==> config.mk <==
export PLATFORM = sky130hd
export DESIGN_NAME = clk_ratio_meter_flat
export DESIGN_NICKNAME = d
export VERILOG_FILES = /design/src/rtl/clk_ratio_meter_if.sv /design/src/rtl/clk_ratio_meter.sv /design/src/flat_wrapper.sv
export SDC_FILE = /design/constraint.sdc
export NUM_CORES = 1
export LEC_CHECK = 0
export BUFFER_PORTS_ARGS = -buffer_cell sky130_fd_sc_hd__buf_2
export CAP_MARGIN = 20
export CORE_UTILIZATION = 51
export DETAILED_ROUTE_END_ITERATION = 7
export PLACE_DENSITY = 0.76
export REMOVE_ABC_BUFFERS = 1
export SLEW_MARGIN = 20
export SYNTH_ARGS = -nofsm -noshare
export SYNTH_HDL_FRONTEND = slang
export SYNTH_SLANG_ARGS = --single-unit
==> constraint.sdc <==
create_clock -name ref_clk -period 2 [get_ports ref_clk]
set_input_delay 0.1 -clock ref_clk [delete_from_list [all_inputs] [get_ports ref_clk]]
set_output_delay 0.1 -clock ref_clk [all_outputs]
set_load 0.05 [all_outputs]
==> src/rtl/clk_ratio_meter_if.sv <==
`timescale 1ns/1ps
// clk_ratio_meter_if: measurement control and result bus for clk_ratio_meter.
// The master drives enable, the divided clock and the expected ratio; the slave returns results.
interface clk_ratio_meter_if #(
    parameter int unsigned RATIO_WD = 8
);
    logic                meas_en;
    logic                div_clk;
    logic [RATIO_WD-1:0] exp_ratio;
    logic [RATIO_WD-1:0] ratio;
    logic                ratio_vld;
    logic [RATIO_WD-1:0] high_cnt;
    logic                locked;
    logic                ratio_err;
    logic                mismatch;
    logic                timeout;

    modport master (
        output meas_en, div_clk, exp_ratio,
        input  ratio, ratio_vld, high_cnt, locked, ratio_err, mismatch, timeout
    );

    modport slave (
        input  meas_en, div_clk, exp_ratio,
        output ratio, ratio_vld, high_cnt, locked, ratio_err, mismatch, timeout
    );
endinterface

==> src/rtl/clk_ratio_meter.sv <==
`timescale 1ns/1ps
// clk_ratio_meter: measures a divided clock's period in reference cycles, locks on a stable
// period and flags ratio error, mismatch and stall. Define CLK_RATIO_METER_DUTY_EN to build high_cnt.
module clk_ratio_meter #(
    parameter int unsigned RATIO_WD    = 8,
    parameter int unsigned LOCK_CNT    = 4,
    parameter int unsigned SYNC_STAGES = 2
) (
    input  logic             ref_clk,
    input  logic             rst,
    clk_ratio_meter_if.slave bus
);
    localparam int unsigned         CONSEC_WD = 4;
    localparam logic [RATIO_WD-1:0] CNT_MAX   = '1;

    typedef enum logic [1:0] {IDLE, WAIT_EDGE, MEASURE, LOCKED} state_t;

    state_t                 state;
    logic [SYNC_STAGES-1:0] sync_q;
    logic                   prev_q;
    logic [RATIO_WD-1:0]    per_q;
    logic [RATIO_WD-1:0]    gap_q;
    logic [RATIO_WD-1:0]    ratio_q;
    logic [CONSEC_WD-1:0]   consec_q;
    logic                   ratio_vld_q;
    logic                   locked_q;
    logic                   ratio_err_q;
    logic                   mismatch_q;
    logic                   timeout_q;

    logic                   sync_c;
    logic                   rd;
    logic                   fd;
    logic                   timeout_hit;
    logic                   sample;
    logic                   same;
    logic [RATIO_WD-1:0]    gap_nx;
    logic [CONSEC_WD-1:0]   consec_inc;

    function automatic logic [RATIO_WD-1:0] sat_inc(input logic [RATIO_WD-1:0] v);
        return (v == CNT_MAX) ? v : v + RATIO_WD'(1);
    endfunction

    assign sync_c      = sync_q[SYNC_STAGES-1];
    assign rd          = sync_c & ~prev_q;
    assign fd          = ~sync_c & prev_q;
    // An edge clears the gap counter in its own cycle, so an edge always beats a timeout.
    assign gap_nx      = (rd | fd) ? '0 : sat_inc(gap_q);
    assign timeout_hit = (gap_nx == CNT_MAX);
    assign sample      = bus.meas_en && rd && (state == MEASURE || state == LOCKED);
    assign same        = (per_q == ratio_q);
    assign consec_inc  = same ? consec_q + CONSEC_WD'(1) : CONSEC_WD'(1);

    // Synchronizer plus edge-detect flop on the asynchronous divided clock
    always_ff @(posedge ref_clk) begin
        if (rst) begin
            sync_q <= '0;
            prev_q <= 1'b0;
        end else begin
            sync_q <= {sync_q[SYNC_STAGES-2:0], bus.div_clk};
            prev_q <= sync_c;
        end
    end

    // Measurement FSM with counters and registered outputs
    always_ff @(posedge ref_clk) begin
        if (rst) begin
            state       <= IDLE;
            per_q       <= '0;
            gap_q       <= '0;
            ratio_q     <= '0;
            consec_q    <= '0;
            ratio_vld_q <= 1'b0;
            locked_q    <= 1'b0;
            ratio_err_q <= 1'b0;
            mismatch_q  <= 1'b0;
            timeout_q   <= 1'b0;
        end else begin
            ratio_vld_q <= 1'b0;
            ratio_err_q <= locked_q && (ratio_q != bus.exp_ratio);
            if (!bus.meas_en) begin
                state      <= IDLE;
                per_q      <= '0;
                gap_q      <= '0;
                ratio_q    <= '0;
                consec_q   <= '0;
                locked_q   <= 1'b0;
                mismatch_q <= 1'b0;
                timeout_q  <= 1'b0;
            end else begin
                if (state == IDLE) begin
                    per_q <= '0;
                    gap_q <= '0;
                end else begin
                    per_q <= rd ? RATIO_WD'(1) : sat_inc(per_q);
                    gap_q <= gap_nx;
                end
                unique case (state)
                    IDLE: begin
                        consec_q <= '0;
                        state    <= WAIT_EDGE;
                    end
                    WAIT_EDGE: begin
                        if (rd) begin
                            state <= MEASURE;
                        end else if (timeout_hit) begin
                            timeout_q <= 1'b1;
                            consec_q  <= '0;
                        end
                    end
                    MEASURE: begin
                        if (rd) begin
                            ratio_q     <= per_q;
                            ratio_vld_q <= 1'b1;
                            consec_q    <= consec_inc;
                            if (consec_inc >= CONSEC_WD'(LOCK_CNT)) begin
                                state    <= LOCKED;
                                locked_q <= 1'b1;
                            end
                        end else if (timeout_hit) begin
                            timeout_q <= 1'b1;
                            consec_q  <= '0;
                            state     <= WAIT_EDGE;
                        end
                    end
                    LOCKED: begin
                        if (rd) begin
                            ratio_q     <= per_q;
                            ratio_vld_q <= 1'b1;
                            if (!same) begin
                                mismatch_q <= 1'b1;
                                consec_q   <= CONSEC_WD'(1);
                                locked_q   <= 1'b0;
                                state      <= MEASURE;
                            end
                        end else if (timeout_hit) begin
                            timeout_q <= 1'b1;
                            consec_q  <= '0;
                            locked_q  <= 1'b0;
                            state     <= WAIT_EDGE;
                        end
                    end
                endcase
            end
        end
    end

`ifdef CLK_RATIO_METER_DUTY_EN
    logic [RATIO_WD-1:0] high_q;
    logic [RATIO_WD-1:0] high_cap_q;
    logic [RATIO_WD-1:0] high_cnt_q;

    // High-phase counter, captured on the fall and published with each sample
    always_ff @(posedge ref_clk) begin
        if (rst || !bus.meas_en || state == IDLE) begin
            high_q     <= '0;
            high_cap_q <= '0;
            high_cnt_q <= '0;
        end else begin
            high_q <= rd ? RATIO_WD'(1) : sat_inc(high_q);
            if (fd) begin
                high_cap_q <= high_q;
            end
            if (sample) begin
                high_cnt_q <= high_cap_q;
            end
        end
    end

    assign bus.high_cnt = high_cnt_q;
`else
    assign bus.high_cnt = '0;
`endif

    assign bus.ratio     = ratio_q;
    assign bus.ratio_vld = ratio_vld_q;
    assign bus.locked    = locked_q;
    assign bus.ratio_err = ratio_err_q;
    assign bus.mismatch  = mismatch_q;
    assign bus.timeout   = timeout_q;
endmodule

==> src/flat_wrapper.sv <==
// flat-port wrapper written by rule: the top's interface ports become plain ports
module clk_ratio_meter_flat 
#(
    parameter int unsigned RATIO_WD    = 8,
    parameter int unsigned LOCK_CNT    = 4,
    parameter int unsigned SYNC_STAGES = 2
)
  (ref_clk, rst, bus_meas_en, bus_div_clk, bus_exp_ratio, bus_ratio, bus_ratio_vld, bus_high_cnt, bus_locked, bus_ratio_err, bus_mismatch, bus_timeout);
  clk_ratio_meter_if #(.RATIO_WD(RATIO_WD)) bus_i ();
  input  logic ref_clk;
  input  logic rst;
  input wire logic [$bits(bus_i.meas_en)-1:0] bus_meas_en;
  input wire logic [$bits(bus_i.div_clk)-1:0] bus_div_clk;
  input wire logic [$bits(bus_i.exp_ratio)-1:0] bus_exp_ratio;
  output wire logic [$bits(bus_i.ratio)-1:0] bus_ratio;
  output wire logic [$bits(bus_i.ratio_vld)-1:0] bus_ratio_vld;
  output wire logic [$bits(bus_i.high_cnt)-1:0] bus_high_cnt;
  output wire logic [$bits(bus_i.locked)-1:0] bus_locked;
  output wire logic [$bits(bus_i.ratio_err)-1:0] bus_ratio_err;
  output wire logic [$bits(bus_i.mismatch)-1:0] bus_mismatch;
  output wire logic [$bits(bus_i.timeout)-1:0] bus_timeout;
  assign bus_i.meas_en = bus_meas_en;
  assign bus_i.div_clk = bus_div_clk;
  assign bus_i.exp_ratio = bus_exp_ratio;
  assign bus_ratio = bus_i.ratio;
  assign bus_ratio_vld = bus_i.ratio_vld;
  assign bus_high_cnt = bus_i.high_cnt;
  assign bus_locked = bus_i.locked;
  assign bus_ratio_err = bus_i.ratio_err;
  assign bus_mismatch = bus_i.mismatch;
  assign bus_timeout = bus_i.timeout;
  clk_ratio_meter #(.RATIO_WD(RATIO_WD), .LOCK_CNT(LOCK_CNT), .SYNC_STAGES(SYNC_STAGES)) u_core (.ref_clk(ref_clk), .rst(rst), .bus(bus_i));
endmodule
==> run metrics, run 1 <==
status=finished, final reports clean; period utilisation layout=94.6%; multi-input logic area=1210 um^2; max frequency=529 MHz; Starting Density=54.9%; Rows=22; CTS Sinks=38; hold slack=0.0269 ns; vias in the first global route=1675; skew final=0.00640 ns; PD cells=569 nW/um^2; die area=4350 um^2; Tot Pwr=1.35 mW; Worst Setup SP=u_core.gap_q[0]; synth warn=0; Worst R2R Start=u_core.gap_q[0]; Min Clock Period, post-route=1.89 ns; drt initial violations=157; CTS max path bufs=2; most frequent cells in the layout=37 x dfxtp_1, 35 x nand2_1, 24 x buf_2, 23 x nor2_1, 19 x a21oi_1; Post-synth EDFFs=0; Final Hold Fails=0; detailed placement HPWL=3.25 mm; CTS tree=built; CTS clk-pin slew, worst paths=0.07 ns; #FFs+latches synth=38; clk_lat worst skew=0.28 ns; CTS buffer count=5; crit-path leading delay family=compound AO/OA/AOI/OAI gates; worst min path class=input port to register; GRT overflow=0; DR WL/cell=13.0 um; critical setup path kind=register to register; Netlist cell types=51; Core Area=3800 um^2; Slowest cell on crit path=o41a_1; filler-free cell count of the finished design=339; Setup crit end kind=register; syn_area_per_cell=8.21 um^2; vias per cell=5.50; Hold Crit Start=bus_div_clk; crit path DAT=2.06 ns; Max VDD drop=0.420 mV; CP peak stage delay=0.43 ns; Slew Viols, Final=0; share of flip-flops with an asynchronous set or reset=0%; Post-route DRC=0; count of final setup violators=0; data required time at the worst endpoint=2.17 ns; most common cell after layout, fill and taps aside=dfxtp_1; crit path cell chain=ha_1, nand4_4, o21a_1, a311oi_2, nor4_2, o41a_1; setup TNS=0 ns; Die Height=66.0 um; critical path fanouts, max=3; Layout area overhead=13.8%; Cells after Synth=254; Root Buffer=clkbuf_8; crit path buf inv count=0; pin count of the biggest net entering global routing=15; DRT Wirelength=4.42 mm; H-Tree Depth=2; final net count=307; DP Area=2290 um^2; sequential cell area=762 um^2; final std cell area, no fill=2370 um^2; fraction of layout cells with a size suffix above 1=19.2%; Post-synth top flop=dfxtp_1; n_diodes=0; routed vias=1866; MaxCap Viol Count=0; Hold-fix buffers, CTS=0; RSZ-0062 raised after global routing=false; Port Buffers=24; Boundary Pins=33; register area share after synthesis=36.5%; filler instances=358; initial antenna violation count=0; global placement routability congestion=0.873; placed instance count=332; Detail Route Antenna Nets=0; element type at the critical path start=register; Mapped Area=2090 um^2; leakage power=0.887 nW; Tot GR Track Use=22.5%; first-pass GRT wire length=7.46 mm; die width=66.0 um; DR pass1 iterations=4
[area by class of cell]
class	instances	share of cell area [%]
clock inverter	2	0.422
clock buffer	5	2.90
sequential	38	32.1
timing repair buffer	40	10.1
tap	48	2.53
multi-input combinational	199	50.8
inverter	7	1.11
[synthesized netlist by cell type (2+ instances only)]
| library cell | instances | area share [%] |
|---|---|---|
| a211oi_1 | 3 | 1.1 |
| inv_1 | 7 | 1.3 |
| o22ai_1 | 4 | 1.2 |
| o211ai_1 | 2 | 0.72 |
| nor2b_1 | 5 | 1.5 |
| nor3_1 | 10 | 2.4 |
| or4_1 | 2 | 0.72 |
| nor2_1 | 23 | 4.1 |
| a21oi_1 | 19 | 4.6 |
| xnor2_1 | 12 | 5.0 |
| o21ai_0 | 6 | 1.4 |
| nor4_1 | 4 | 1.2 |
| o32ai_1 | 2 | 0.84 |
| xor2_1 | 10 | 4.2 |
| and2_1 | 5 | 1.5 |
| nand2b_1 | 2 | 0.60 |
| buf_6 | 2 | 1.1 |
| nand2_1 | 35 | 6.3 |
| clkbuf_1 | 5 | 0.90 |
| and3_1 | 3 | 0.90 |
| nand4_1 | 4 | 1.2 |
| nand3_1 | 8 | 1.9 |
| dfxtp_1 | 38 | 36 |
| a31oi_1 | 5 | 1.5 |
| ha_1 | 4 | 2.4 |
| buf_4 | 9 | 3.2 |
[stage by stage]
stage / setup WS, ns / utilization, %
global placement: 0.160 / 60.3
floorplan: 0.0261 / -
global route: 0.0132 / 62.5
finish: 0.109 / 62.5
detailed placement: 0.109 / 60.3
CTS: 0.0906 / 62.4
[kinds of logic after synthesis]
family	Yosys count	share of synthesized area, %
fa+ha+maj	4	2.40
mux	1	0.480
other cells	1	0.180
xor+xnor	22	9.24
compound gates	54	17.2
simple gates	110	26.9
flops	38	36.5
buf+inv	24	7.14
[worst paths after layout]
check	to	slack, ns	cells after the start
max	u_core.state[0]	0.11	6
min reg2reg	u_core.sync_q[1]	0.44	1
max reg2reg	u_core.state[0]	0.11	6
min	u_core.sync_q[0]	0.03	2
[timing repair]
action,4_1_cts,5_1_grt
endpoints found under the setup margin,0,4
gates resized for setup,0,2
buffers inserted,0,0
[state kept, by name (all words and copies together) (netlist names)]
signal	count
u_core.bus.timeout	1
u_core.bus.ratio	8
u_core.bus.mismatch	1
u_core.prev_q	1
u_core.consec_q	4
u_core.bus.ratio_vld	1
u_core.gap_q	8
u_core.per_q	8
u_core.state	2
u_core.bus.locked	1
u_core.bus.ratio_err	1
u_core.sync_q	2
[routing by layer]
layer / part of all wire (%) / global-route usage (%) / wire length (um) / vias up
li1: - / - / - / 956
met1: 49 / 29.5 / 2170 / 863
met2: 46 / 36.2 / 2020 / 40
met3: 4.0 / 5.17 / 179 / 7
met4: 1.2 / 7.18 / 52 / 0
met5: 0 / 0 / 0 / -
[power breakdown]
group          total [mW]  internal [mW]  switching [mW]
registers           0.765          0.761         0.00334
clock network       0.483          0.234           0.250
logic               0.102         0.0303          0.0718
total                1.35           1.03           0.325
No activity file was read; power rests on OpenSTA's default activity.
==> run 2, diff against run 1 <==
- ABC_AREA: not set -> 1
- SKIP_LAST_GASP: not set -> 1
==> run metrics, run 2 <==
CTS buffer count=5; cell mode on critical path=nand2_1; setup TNS=0 ns; critical setup path kind=register to register; vias in the first global route=1762; initial antenna violation count=0; Final Hold Fails=0; Die Height=67.3 um; Post-synth top flop=dfxtp_1; Cells after Synth=322; count leader, synth=nand2_1; status=finished, final reports clean; final net count=370; synth warn=0; crit-path leading delay family=simple AND/OR/NAND/NOR gates; CTS Sinks=38; Hold Crit Start=rst; MaxCap Viol Count=0; DR WL/cell=11.0 um; Root Buffer=clkbuf_8; hold slack=0.00509 ns; Netlist cell types=28; syn_area_per_cell=6.75 um^2; CP peak stage delay=0.42 ns; CP Depth=11; Synth top area share=35.0%; Slew Viols, Final=0; Slowest cell on crit path=dfxtp_1; Util after Layout=60.3%; Worst Reg-to-Reg Cells=11; Core Area=4060 um^2; die area=4520 um^2; share of flip-flops with an asynchronous set or reset=0%; DP Area=2310 um^2; Worst R2R Start=u_core.per_q[0]; Boundary Pins=33; die width=67.3 um; Synth area leader=dfxtp_1; period utilisation layout=88.6%; #FFs+latches synth=38; Synth top cells by count=69 x nand2_1, 44 x nor2_1, 41 x inv_1; crit path cell chain=inv_1, nand2_1, nand2_1, nor2_1, nand3_1, nor2_4, o21ai_1, a21oi_1, nand3b_1, nand2_1, nor2_1; fraction of layout cells with a size suffix above 1=15.5%; first-pass GRT wire length=7.51 mm; FF-to-FF setup slack=0.23 ns; Layout area overhead=12.6%; H-Tree Depth=2; element type at the critical path start=register; Mapped Area=2170 um^2; Setup crit end kind=register; most frequent cells in the layout=69 x nand2_1, 44 x nor2_1, 41 x inv_1, 37 x dfxtp_1; leakage power=1.10 nW; Starting Density=53.5%; Synth area leaders=dfxtp_1 35%, nand2_1 12%, nor2_1 7.6%; Port Buffers=24; GRT overflow=0; skew final=0.00638 ns; DRT Wirelength=4.46 mm; final std cell area, no fill=2450 um^2; PD cells=621 nW/um^2; detailed placement HPWL=3.43 mm; register area share after synthesis=35.0%; Rows=23; n_diodes=0; Tot GR Track Use=22.2%; FF-to-FF End=u_core.bus.locked; data required time at the worst endpoint=2.18 ns; worst min path class=input port to register; RSZ-0062 raised after global routing=false; Max VDD drop=0.384 mV; crit path DAT=1.95 ns; Setup crit end=u_core.bus.locked; vias per cell=4.98; placed instance count=395; Post-synth EDFFs=0; count of final setup violators=0; global placement routability congestion=0.847; crit path buf inv count=1; Detail Route Antenna Nets=0; drt initial violations=91; post-CTS setup repair buffer count=0; Tot Pwr=1.52 mW; pre-CTS WS=0.176 ns; CTS clk-pin slew, worst paths=0.08 ns; pin count of the biggest net entering global routing=13; most common cell after layout, fill and taps aside=nand2_1; routed vias=2017; CTS tree=built; Worst Setup SP=u_core.per_q[0]; Final Worst Setup Slack=0.229 ns; Post-route DRC=0; CTS max path bufs=2; max frequency=565 MHz; clk_lat worst skew=0.29 ns; Min Clock Period, post-route=1.77 ns; DR pass1 iterations=4; critical path fanouts, max=9; filler-free cell count of the finished design=405
[run 2: cell count changes after synthesis, moves of 11 or more]
cell,delta
nand3_1,+14
inv_1,+34
o21ai_0,+11
nand2_1,+34
nor2_1,+21
[run 2: worst min-delay path by stage]
stage	endpoint	slack, ns	cells past startpoint
after global placement	u_core.sync_q[0]	0.30	3
after global routing	u_core.sync_q[1]	0.02	2
after floorplan	u_core.sync_q[0]	0.17	1
after CTS	u_core.sync_q[1]	0.0003	2
final	u_core.sync_q[1]	0.005	2
after detailed placement	u_core.sync_q[0]	0.31	3
[run 2: layer usage]
metal	vias up	GRT usage [%]	share of wire, %
met3	5	4.05	3.5
met5	-	0	0
li1	1070	-	-
met4	0	7.98	1.5
met1	908	27.5	47
met2	34	38.1	48
[run 2: kinds of logic (layout without fill, tap and decap cells)]
kind of cell | count (synthesis) | in the layout | share of synthesized area [%]
AO/OA/AOI/OAI | 44 | 44 | 10.4
other | 1 | 8 | 0.173
flip-flops | 38 | 38 | 35.0
XOR/XNOR | 13 | 13 | 5.24
AND/OR/NAND/NOR | 167 | 167 | 34.9
adder cells (fa/ha/maj) | 4 | 4 | 2.30
buffers and inverters | 55 | 81 | 11.9
[run 2: cell type report]
type | count | area (um^2)
Clock inverter | 3 | 40.0
Inverter | 43 | 161
Sequential cell | 38 | 762
Multi-Input combinational cell | 236 | 1180
Tap cell | 50 | 62.6
Fill cell | 377 | 1610
Timing Repair Buffer | 30 | 170
Clock buffer | 5 | 68.8
[run 2: repair_timing]
action,in CTS,in global routing
resized for setup,0,2
endpoints found under the hold margin,1,0
hold buffers,2,0
endpoints found under the setup margin,0,5
[run 2: power by group]
part	switching, mW	internal, mW	total [mW]	leakage (nW)
sequential	0.00430	0.761	0.765	0.307
clock	0.272	0.367	0.639	0.0579
combinational	0.0813	0.0319	0.113	0.740
